===== config.mk =====
export PLATFORM = sky130hd
export DESIGN_NAME = regfile_wb_sched_flat
export DESIGN_NICKNAME = d
export VERILOG_FILES = /design/src/rtl/regfile_wb_sched_pkg.sv /design/src/rtl/regfile_wb_sched_if.sv /design/src/rtl/regfile_wb_sched_rr_arb2.sv /design/src/rtl/regfile_wb_sched.sv /design/src/flat_wrapper.sv
export SDC_FILE = /design/constraint.sdc
export NUM_CORES = 1
export LEC_CHECK = 0
export ABC_CLOCK_PERIOD_IN_PS = 4500
export BUFFER_PORTS_ARGS = -buffer_cell sky130_fd_sc_hd__buf_2
export CELL_PAD_IN_SITES_DETAIL_PLACEMENT = 2
export CELL_PAD_IN_SITES_GLOBAL_PLACEMENT = 2
export CORE_UTILIZATION = 30
export CTS_CLUSTER_SIZE = 25
export DETAILED_ROUTE_END_ITERATION = 10
export PLACE_DENSITY_LB_ADDON = 0.2
export SYNTH_ARGS = -nofsm -noshare
export SYNTH_HDL_FRONTEND = slang
export SYNTH_HIERARCHICAL = 1
export SYNTH_SLANG_ARGS = --single-unit

===== constraint.sdc =====
create_clock -name Clk -period 4.5 [get_ports Clk]
set_input_delay 0.45 -clock Clk [delete_from_list [all_inputs] [get_ports Clk]]
set_output_delay 0.45 -clock Clk [all_outputs]
set_load 0.01 [all_outputs]

===== src/rtl/regfile_wb_sched_pkg.sv =====
// Shared constants and types for the register-file writeback scheduler.
package regfile_wb_sched_pkg;

    localparam int unsigned DW   = 32;
    localparam int unsigned AW   = 5;
    localparam int unsigned NREG = 32'(1) << AW;

    typedef logic [AW-1:0] radr_t;
    typedef logic [DW-1:0] data_t;

    // Writeback source encoding, also used as the round-robin priority state
    typedef enum logic {
        SRC_ALU = 1'b0,
        SRC_MEM = 1'b1
    } src_e;

    localparam radr_t X0_IDX = '0;

endpackage


===== src/rtl/regfile_wb_sched_if.sv =====
// Writeback, issue and register-file signals of the writeback scheduler.
interface regfile_wb_sched_if;
    import regfile_wb_sched_pkg::*;

    logic            AluValid;
    radr_t           AluAdr;
    data_t           AluData;
    logic            AluReady;
    logic            MemValid;
    radr_t           MemAdr;
    data_t           MemData;
    logic            MemReady;
    logic            IssueValid;
    logic            IssueWr;
    radr_t           IssueRd;
    radr_t           IssueRs1;
    radr_t           IssueRs2;
    logic            IssueStall;
    logic            WE;
    radr_t           WAdr;
    data_t           Din;
    logic [NREG-1:0] Busy;

    // Pipeline side: presents writebacks and issuing instructions
    modport master (
        output AluValid, AluAdr, AluData, MemValid, MemAdr, MemData,
        output IssueValid, IssueWr, IssueRd, IssueRs1, IssueRs2,
        input  AluReady, MemReady, IssueStall, WE, WAdr, Din, Busy
    );

    // Scheduler side
    modport slave (
        input  AluValid, AluAdr, AluData, MemValid, MemAdr, MemData,
        input  IssueValid, IssueWr, IssueRd, IssueRs1, IssueRs2,
        output AluReady, MemReady, IssueStall, WE, WAdr, Din, Busy
    );

endinterface


===== src/rtl/regfile_wb_sched_rr_arb2.sv =====
// Two-input round-robin arbiter; grants are combinational, priority is registered.
module regfile_wb_sched_rr_arb2
    import regfile_wb_sched_pkg::*;
(
    input  logic Clk,
    input  logic Rst,
    input  logic req_alu_i,
    input  logic req_mem_i,
    output logic gnt_alu_c_o,
    output logic gnt_mem_c_o
);

    src_e pri_q;
    src_e pri_d;

    always_ff @(posedge Clk) begin
        if (Rst) begin
            pri_q <= SRC_ALU;
        end else begin
            pri_q <= pri_d;
        end
    end

    // Priority moves to the loser after every grant; nothing is granted in reset
    always_comb begin
        pri_d       = pri_q;
        gnt_alu_c_o = 1'b0;
        gnt_mem_c_o = 1'b0;
        if (!Rst) begin
            if (req_alu_i && (!req_mem_i || pri_q == SRC_ALU)) begin
                gnt_alu_c_o = 1'b1;
                pri_d       = SRC_MEM;
            end else if (req_mem_i) begin
                gnt_mem_c_o = 1'b1;
                pri_d       = SRC_ALU;
            end
        end
    end

endmodule


===== src/rtl/regfile_wb_sched.sv =====
// Writeback scheduler: arbitrates the register-file write port between ALU and
// load unit and keeps a pending-write scoreboard that stalls issue on RAW/WAW.
module regfile_wb_sched
    import regfile_wb_sched_pkg::*;
(
    input  logic               Clk,
    input  logic               Rst,
    regfile_wb_sched_if.slave  bus
);

    logic            gnt_alu;
    logic            gnt_mem;
    logic            acc;
    radr_t           acc_adr;
    data_t           acc_data;
    logic            stall;
    logic            issue_set;

    logic [NREG-1:0] busy_q, busy_d;
    logic            we_q,   we_d;
    radr_t           wadr_q, wadr_d;
    data_t           din_q,  din_d;

    regfile_wb_sched_rr_arb2 u_arb (
        .Clk         (Clk),
        .Rst         (Rst),
        .req_alu_i   (bus.AluValid),
        .req_mem_i   (bus.MemValid),
        .gnt_alu_c_o (gnt_alu),
        .gnt_mem_c_o (gnt_mem)
    );

    assign acc      = gnt_alu | gnt_mem;
    assign acc_adr  = gnt_mem ? bus.MemAdr  : bus.AluAdr;
    assign acc_data = gnt_mem ? bus.MemData : bus.AluData;

    // Hazard check sees only the current Busy; same-edge clears are not bypassed
    assign stall = bus.IssueValid && !Rst &&
                   ((bus.IssueRs1 != X0_IDX && busy_q[bus.IssueRs1]) ||
                    (bus.IssueRs2 != X0_IDX && busy_q[bus.IssueRs2]) ||
                    (bus.IssueWr && bus.IssueRd != X0_IDX && busy_q[bus.IssueRd]));

    assign issue_set = bus.IssueValid && !stall && bus.IssueWr && bus.IssueRd != X0_IDX;

    // Set is applied after clear so an issue wins over a same-edge writeback
    always_comb begin
        busy_d = busy_q;
        we_d   = 1'b0;
        wadr_d = wadr_q;
        din_d  = din_q;
        if (acc) begin
            we_d   = (acc_adr != X0_IDX);
            wadr_d = acc_adr;
            din_d  = acc_data;
            if (acc_adr != X0_IDX) begin
                busy_d[acc_adr] = 1'b0;
            end
        end
        if (issue_set) begin
            busy_d[bus.IssueRd] = 1'b1;
        end
    end

    always_ff @(posedge Clk) begin
        if (Rst) begin
            busy_q <= '0;
            we_q   <= 1'b0;
            wadr_q <= '0;
            din_q  <= '0;
        end else begin
            busy_q <= busy_d;
            we_q   <= we_d;
            wadr_q <= wadr_d;
            din_q  <= din_d;
        end
    end

    assign bus.AluReady   = gnt_alu;
    assign bus.MemReady   = gnt_mem;
    assign bus.IssueStall = stall;
    assign bus.WE         = we_q;
    assign bus.WAdr       = wadr_q;
    assign bus.Din        = din_q;
    assign bus.Busy       = busy_q;

endmodule


===== src/flat_wrapper.sv =====
// flat-port wrapper written by rule: the top's interface ports become plain ports
module regfile_wb_sched_flat import regfile_wb_sched_pkg::*;
  (Clk, Rst, bus_AluValid, bus_AluAdr, bus_AluData, bus_MemValid, bus_MemAdr, bus_MemData, bus_IssueValid, bus_IssueWr, bus_IssueRd, bus_IssueRs1, bus_IssueRs2, bus_AluReady, bus_MemReady, bus_IssueStall, bus_WE, bus_WAdr, bus_Din, bus_Busy);
  regfile_wb_sched_if bus_i ();
  input  logic Clk;
  input  logic Rst;
  input wire logic [$bits(bus_i.AluValid)-1:0] bus_AluValid;
  input wire logic [$bits(bus_i.AluAdr)-1:0] bus_AluAdr;
  input wire logic [$bits(bus_i.AluData)-1:0] bus_AluData;
  input wire logic [$bits(bus_i.MemValid)-1:0] bus_MemValid;
  input wire logic [$bits(bus_i.MemAdr)-1:0] bus_MemAdr;
  input wire logic [$bits(bus_i.MemData)-1:0] bus_MemData;
  input wire logic [$bits(bus_i.IssueValid)-1:0] bus_IssueValid;
  input wire logic [$bits(bus_i.IssueWr)-1:0] bus_IssueWr;
  input wire logic [$bits(bus_i.IssueRd)-1:0] bus_IssueRd;
  input wire logic [$bits(bus_i.IssueRs1)-1:0] bus_IssueRs1;
  input wire logic [$bits(bus_i.IssueRs2)-1:0] bus_IssueRs2;
  output wire logic [$bits(bus_i.AluReady)-1:0] bus_AluReady;
  output wire logic [$bits(bus_i.MemReady)-1:0] bus_MemReady;
  output wire logic [$bits(bus_i.IssueStall)-1:0] bus_IssueStall;
  output wire logic [$bits(bus_i.WE)-1:0] bus_WE;
  output wire logic [$bits(bus_i.WAdr)-1:0] bus_WAdr;
  output wire logic [$bits(bus_i.Din)-1:0] bus_Din;
  output wire logic [$bits(bus_i.Busy)-1:0] bus_Busy;
  assign bus_i.AluValid = bus_AluValid;
  assign bus_i.AluAdr = bus_AluAdr;
  assign bus_i.AluData = bus_AluData;
  assign bus_i.MemValid = bus_MemValid;
  assign bus_i.MemAdr = bus_MemAdr;
  assign bus_i.MemData = bus_MemData;
  assign bus_i.IssueValid = bus_IssueValid;
  assign bus_i.IssueWr = bus_IssueWr;
  assign bus_i.IssueRd = bus_IssueRd;
  assign bus_i.IssueRs1 = bus_IssueRs1;
  assign bus_i.IssueRs2 = bus_IssueRs2;
  assign bus_AluReady = bus_i.AluReady;
  assign bus_MemReady = bus_i.MemReady;
  assign bus_IssueStall = bus_i.IssueStall;
  assign bus_WE = bus_i.WE;
  assign bus_WAdr = bus_i.WAdr;
  assign bus_Din = bus_i.Din;
  assign bus_Busy = bus_i.Busy;
  regfile_wb_sched u_core (.Clk(Clk), .Rst(Rst), .bus(bus_i));
endmodule

Yosys cells after proc, flatten, opt, wreduce, memory -nomap -nowiden:

Index checks and enable logic that the tools add are counted.

* output and inout bits: 73
* input port bits: 95
* word-level logic and storage cells: 63
* register bits after elaboration: 71

* bitwise logic cells: 6
* multiplexer cells: 22
* $lt $le $gt $ge: 6
* reductions and logical operators: 24

Operator list (number)
* $mux W32: 4
* $and A32 B32 Y32: 1
* $not A32 Y32: 1
* $or A32 B32 Y32: 1
* $lt A5 B6 Y1 const B: 4
* $reduce_bool A5 Y1: 4
* $bmux W1 S5: 3
* $logic_and A1 B1 Y1: 12
* $mux W1: 12
* $demux W1 S5: 2
* $ge A5 B1 Y1 const B: 2
* $mux W5: 1
* $logic_not A1 Y1: 3
* $logic_or A1 B1 Y1: 3
* $not A1 Y1: 2
* $reduce_bool A2 Y1: 1
* $reduce_or A2 Y1: 1
* $or A1 B1 Y1: 1

Longest topological paths before layout:

* depth after elaboration: 16
* depth in mapped cells: 9
* depth with buffers taken out: 7

Hierarchy:

The synthesis kept the hierarchy.

Modules (own cells, without submodules)
* regfile_wb_sched: times used 1, area an instance 4267.8 um^2, seq. area each 1401.3 um^2, cells each 492
* regfile_wb_sched_rr_arb2: times used 1, area an instance 61.3 um^2, seq. area each 20.0 um^2, cells each 7

Worst setup path after synthesis:

No wires, ideal clock.

* path type: input to output
* start: in bus_IssueRs2[0]
* end: out bus_IssueStall
* data arrival time: 2.074 ns
* path buffers: 1
* required time: 4.050 ns
* path slack: 1.976 ns
* stages: 7
* path through: buf_2 mux4_2 mux2_2 nand3_1 o41a_1 o2111ai_4 and3b_1

* cells in the longest elaborated chain, start to end: 6
* elaborated cells between the ends (all ways): 7
* those cells by class: mux (2); reduce/logical (5)

RTL lines
* start, declared: line flat_wrapper.sv:17 `input wire logic [$bits(bus_i.IssueRs2)-1:0] bus_IssueRs2;`
* $bmux W1 S5: line regfile_wb_sched.sv:40 `(bus.IssueRs2 != X0_IDX && busy_q[bus.IssueRs2]) ||`
* $mux W1 (implied by the code): line regfile_wb_sched.sv:40
* $logic_and A1 B1 Y1 (*): line regfile_wb_sched.sv:40
* $logic_or A1 B1 Y1 (*): line regfile_wb_sched.sv:39 `((bus.IssueRs1 != X0_IDX && busy_q[bus.IssueRs1]) ||`
* $logic_or A1 B1 Y1 (*): line regfile_wb_sched.sv:40
* $logic_and A1 B1 Y1 (*): line regfile_wb_sched.sv:38 `assign stall = bus.IssueValid && !Rst &&`
* end, declared: line flat_wrapper.sv:20 `output wire logic [$bits(bus_i.IssueStall)-1:0] bus_IssueStall;`

Every way passes the cells marked *; elsewhere a longest branch is shown, timed or not. The select of a mux whose other input is x is not followed.

Final worst setup path:

* start: in bus_IssueRd[0]
* end: out bus_IssueStall

* cells in the longest elaborated chain, start to end: 5
* elaborated cells between the ends (all ways): 7
* those cells by class: mux (2); reduce/logical (5)

RTL lines
* start, declared: line flat_wrapper.sv:15 `input wire logic [$bits(bus_i.IssueRd)-1:0] bus_IssueRd;`
* $bmux W1 S5 or $reduce_bool A5 Y1 (tied branches): line regfile_wb_sched.sv:41 `(bus.IssueWr && bus.IssueRd != X0_IDX && busy_q[bus.IssueRd]));`
* $mux W1 (implied by the code) or $logic_and A1 B1 Y1 (tied branches): line regfile_wb_sched.sv:41
* $logic_and A1 B1 Y1 (*): line regfile_wb_sched.sv:41
* $logic_or A1 B1 Y1 (*): line regfile_wb_sched.sv:40
* $logic_and A1 B1 Y1 (*): line regfile_wb_sched.sv:38

Marked as above.

==> results.txt <==
hpwl dp: 12.2 mm
DR iter-0 viols: 144
GRT busiest layer: met2
Area contributors post-synth: dfxtp_1, mux2i_1, nor2_1
#FFs+latches synth: 71
Via-to-Cell Ratio: 5.36
CTS clk-pin slew, worst paths: 0.06 ns
Initial Util: 30.9%
power per cell area: 294 mW/mm^2
async set-reset flop share out of synthesis: 0%
number of synthesized flops with an enable pin: 0
period utilization: 73.1%
IO Count: 168
first-pass GRT wire length: 25.4 mm
Post-CTS Setup Bufs: 0
post-synthesis cell count: 499
Final Skew: 0.00560 ns
Clock Latency Late Sink: 0.33 ns
Max-cap violations: 0
grt total ovfl: 0
vias after detailed routing: 4,441
GRT Total Usage: 22.1%
Post-synth top flop: dfxtp_1
TritonCTS clock tree: yes
CTS root buf: clkbuf_16
Cell Rows: 43
cts hold-fix bufs: 0
largest net degree at the start of global routing: 77
CTS buffer count: 9
CP endpoint kind: primary output
Fmax: 304 MHz
Synth Net Count: 594
die span in y: 122 microns
CP Launch Type: input port
RSZ-0062 raised after global routing: false
Longest Clk Path Bufs: 2
Fin Setup TNS: 0 ns
vias in the first global route: 4,747
peak fanout along the critical path: 32
Layout area overhead: 27.7%
sequential-to-total area share from yosys stat: 32.8%
Final nets: 738
Slew HR: 32.9%
YS warnings: 6
post_cts resized: 0
ANT cells: 0
GRT met2 Usage: 38.0%
M3 GR Usage: 6.79%
HP Class: in -> reg
syn_area_per_cell: 8.68 sq um
DIE AREA: 0.0149 sq mm
Post-Syn Area: 0.00433 sq mm
Routed Antenna Nets: 0
Crit Path Class: in -> out
Placer Congestion: 0.855
Leak: 0.00241 uW
initial antenna violation count: 3
DIE WIDTH: 122 microns
total power: 1620 uW
final setup fails: 0
Hold Violations, Final: 0
per-cell routed wire length: 19.6 microns
aggregate routed wire length: 16.2 mm
Final Cell Area: 0.00553 sq mm
Netlist cell types: 55
PnR worst setup slack: 1.21 ns
Core ar.: 0.0140 sq mm
H-tree depth: 3
CTS sink count: 71
Placed Area: 0.00525 sq mm
router iterations before antenna repair: 4
biggest area consumer among synthesized cells: dfxtp_1
post-synth top area share: 32.8%
number of buffers added on ports: 167
required time at the worst-slack endpoint: 4.05 ns
share of layout cells above drive strength 1: 33.5%
Max Transition Viols Final: 0
Place WS: 1.20 ns
Tightest Pin Transition: 1.01 ns
drt drc: 0
WP data arrival: 2.84 ns
Final Critical Period: 3.29 ns
status: finished clean
Max VDD drop: 0.191 mV
GRT met1 Usage: 27.0%
==> final timing paths <==
check	start	endpoint	slack (ns)	cells past startpoint
setup / recovery	bus_IssueRd[0]	bus_IssueStall	1.21	9
hold reg to reg	u_core/bus.WAdr[3]	u_core/bus.WAdr[3]	0.50	2
setup reg to reg	u_core/u_arb/pri_q	u_core/bus.Busy[1]	1.99	8
hold / removal	bus_MemData[14]	u_core/bus.Din[14]	0.35	3
==> power by group <==
part | leakage, uW | switching (uW) | internal, uW
registers | 0.000578 | 15.3 | 656
clock network | 0.000136 | 266 | 402
logic | 0.00170 | 171 | 114
total | 0.00241 | 453 | 1170
==> cell usage after synthesis, drive strengths merged (2+ instances only) <==
master / count
nand2: 27
o21ai: 32
nand4: 2
or2: 3
nand3b: 3
mux4: 15
a211oi: 5
dfxtp: 71
nor2: 84
a21oi: 38
mux2: 8
mux2i: 46
nor2b: 41
nand3: 10
clkbuf: 20
nand4b: 2
o41a: 2
nor3b: 4
a31oi: 3
o31ai: 31
inv: 4
nand2b: 2
buf: 19
nor3: 5
and3b: 2
a2111oi: 2
==> critical path, stage by stage <==
cell	delay, ns
buf_2	0.41
mux2_1	0.38
o2bb2ai_1	0.12
a2111o_1	0.42
a211oi_2	0.31
o2111ai_4	0.13
buf_4	0.27
and3b_1	0.20
buf_2	0.13
==> flip-flops by register name, summed over array words and instances (netlist names) <==
register	count
u_core/bus.Busy	32
u_core/bus.Din	32
u_core/bus.WAdr	5
u_core/bus.WE	1
u_core/u_arb/pri_q	1
==> cell usage in the layout, fill, tap and decap left out, types with 4 or more instances in the layout <==
cell | netlist | routed
nor2_1 | 84 | 84
mux2i_1 | 46 | 46
a21oi_1 | 38 | 38
mux4_2 | 11 | 11
nor2b_1 | 40 | 40
buf_4 | 0 | 5
nor3_1 | 5 | 5
o21ai_0 | 31 | 31
o31ai_1 | 28 | 28
mux2_1 | 4 | 4
nand2_1 | 27 | 27
mux4_1 | 4 | 4
mux2_2 | 4 | 4
nand3_1 | 9 | 9
clkbuf_16 | 0 | 9
buf_2 | 3 | 167
dfxtp_1 | 71 | 71
inv_1 | 4 | 4
==> logic make-up after synthesis <==
logic type	synth area share, %
mux	20.9
flops	32.8
buf+inv	4.86
compound gates	20.0
simple gates	21.4
==> layout make-up <==
| type | count | area [sq um] |
|---|---|---|
| flip-flops and latches | 71 | 1420 |
| fillers | 1617 | 8460 |
| repair buffers | 172 | 873 |
| clock buffers | 13 | 260 |
| clock inverters | 3 | 17.5 |
| multi-input cells | 385 | 2720 |
| inverters | 4 | 15.0 |
| well taps | 180 | 225 |
==> metrics by stage <==
stage                     cells  util (%)  hold slack, ns
after floorplan             499         -           0.502
after global placement      812      37.5           0.487
after detailed placement    812      37.5           0.492
after CTS                   828      39.5           0.350
after global routing        828      39.5           0.356
final                       828      39.5           0.355
==> layer usage <==
| layer | vias to the layer above | part of all wire [%] |
|---|---|---|
| met5 | - | 0.14 |
| met3 | 14 | 7.0 |
| met1 | 2189 | 43 |
| met4 | 4 | 0.92 |
| li1 | 2099 | - |
| met2 | 135 | 49 |
(Power assumes the default switching activity.)
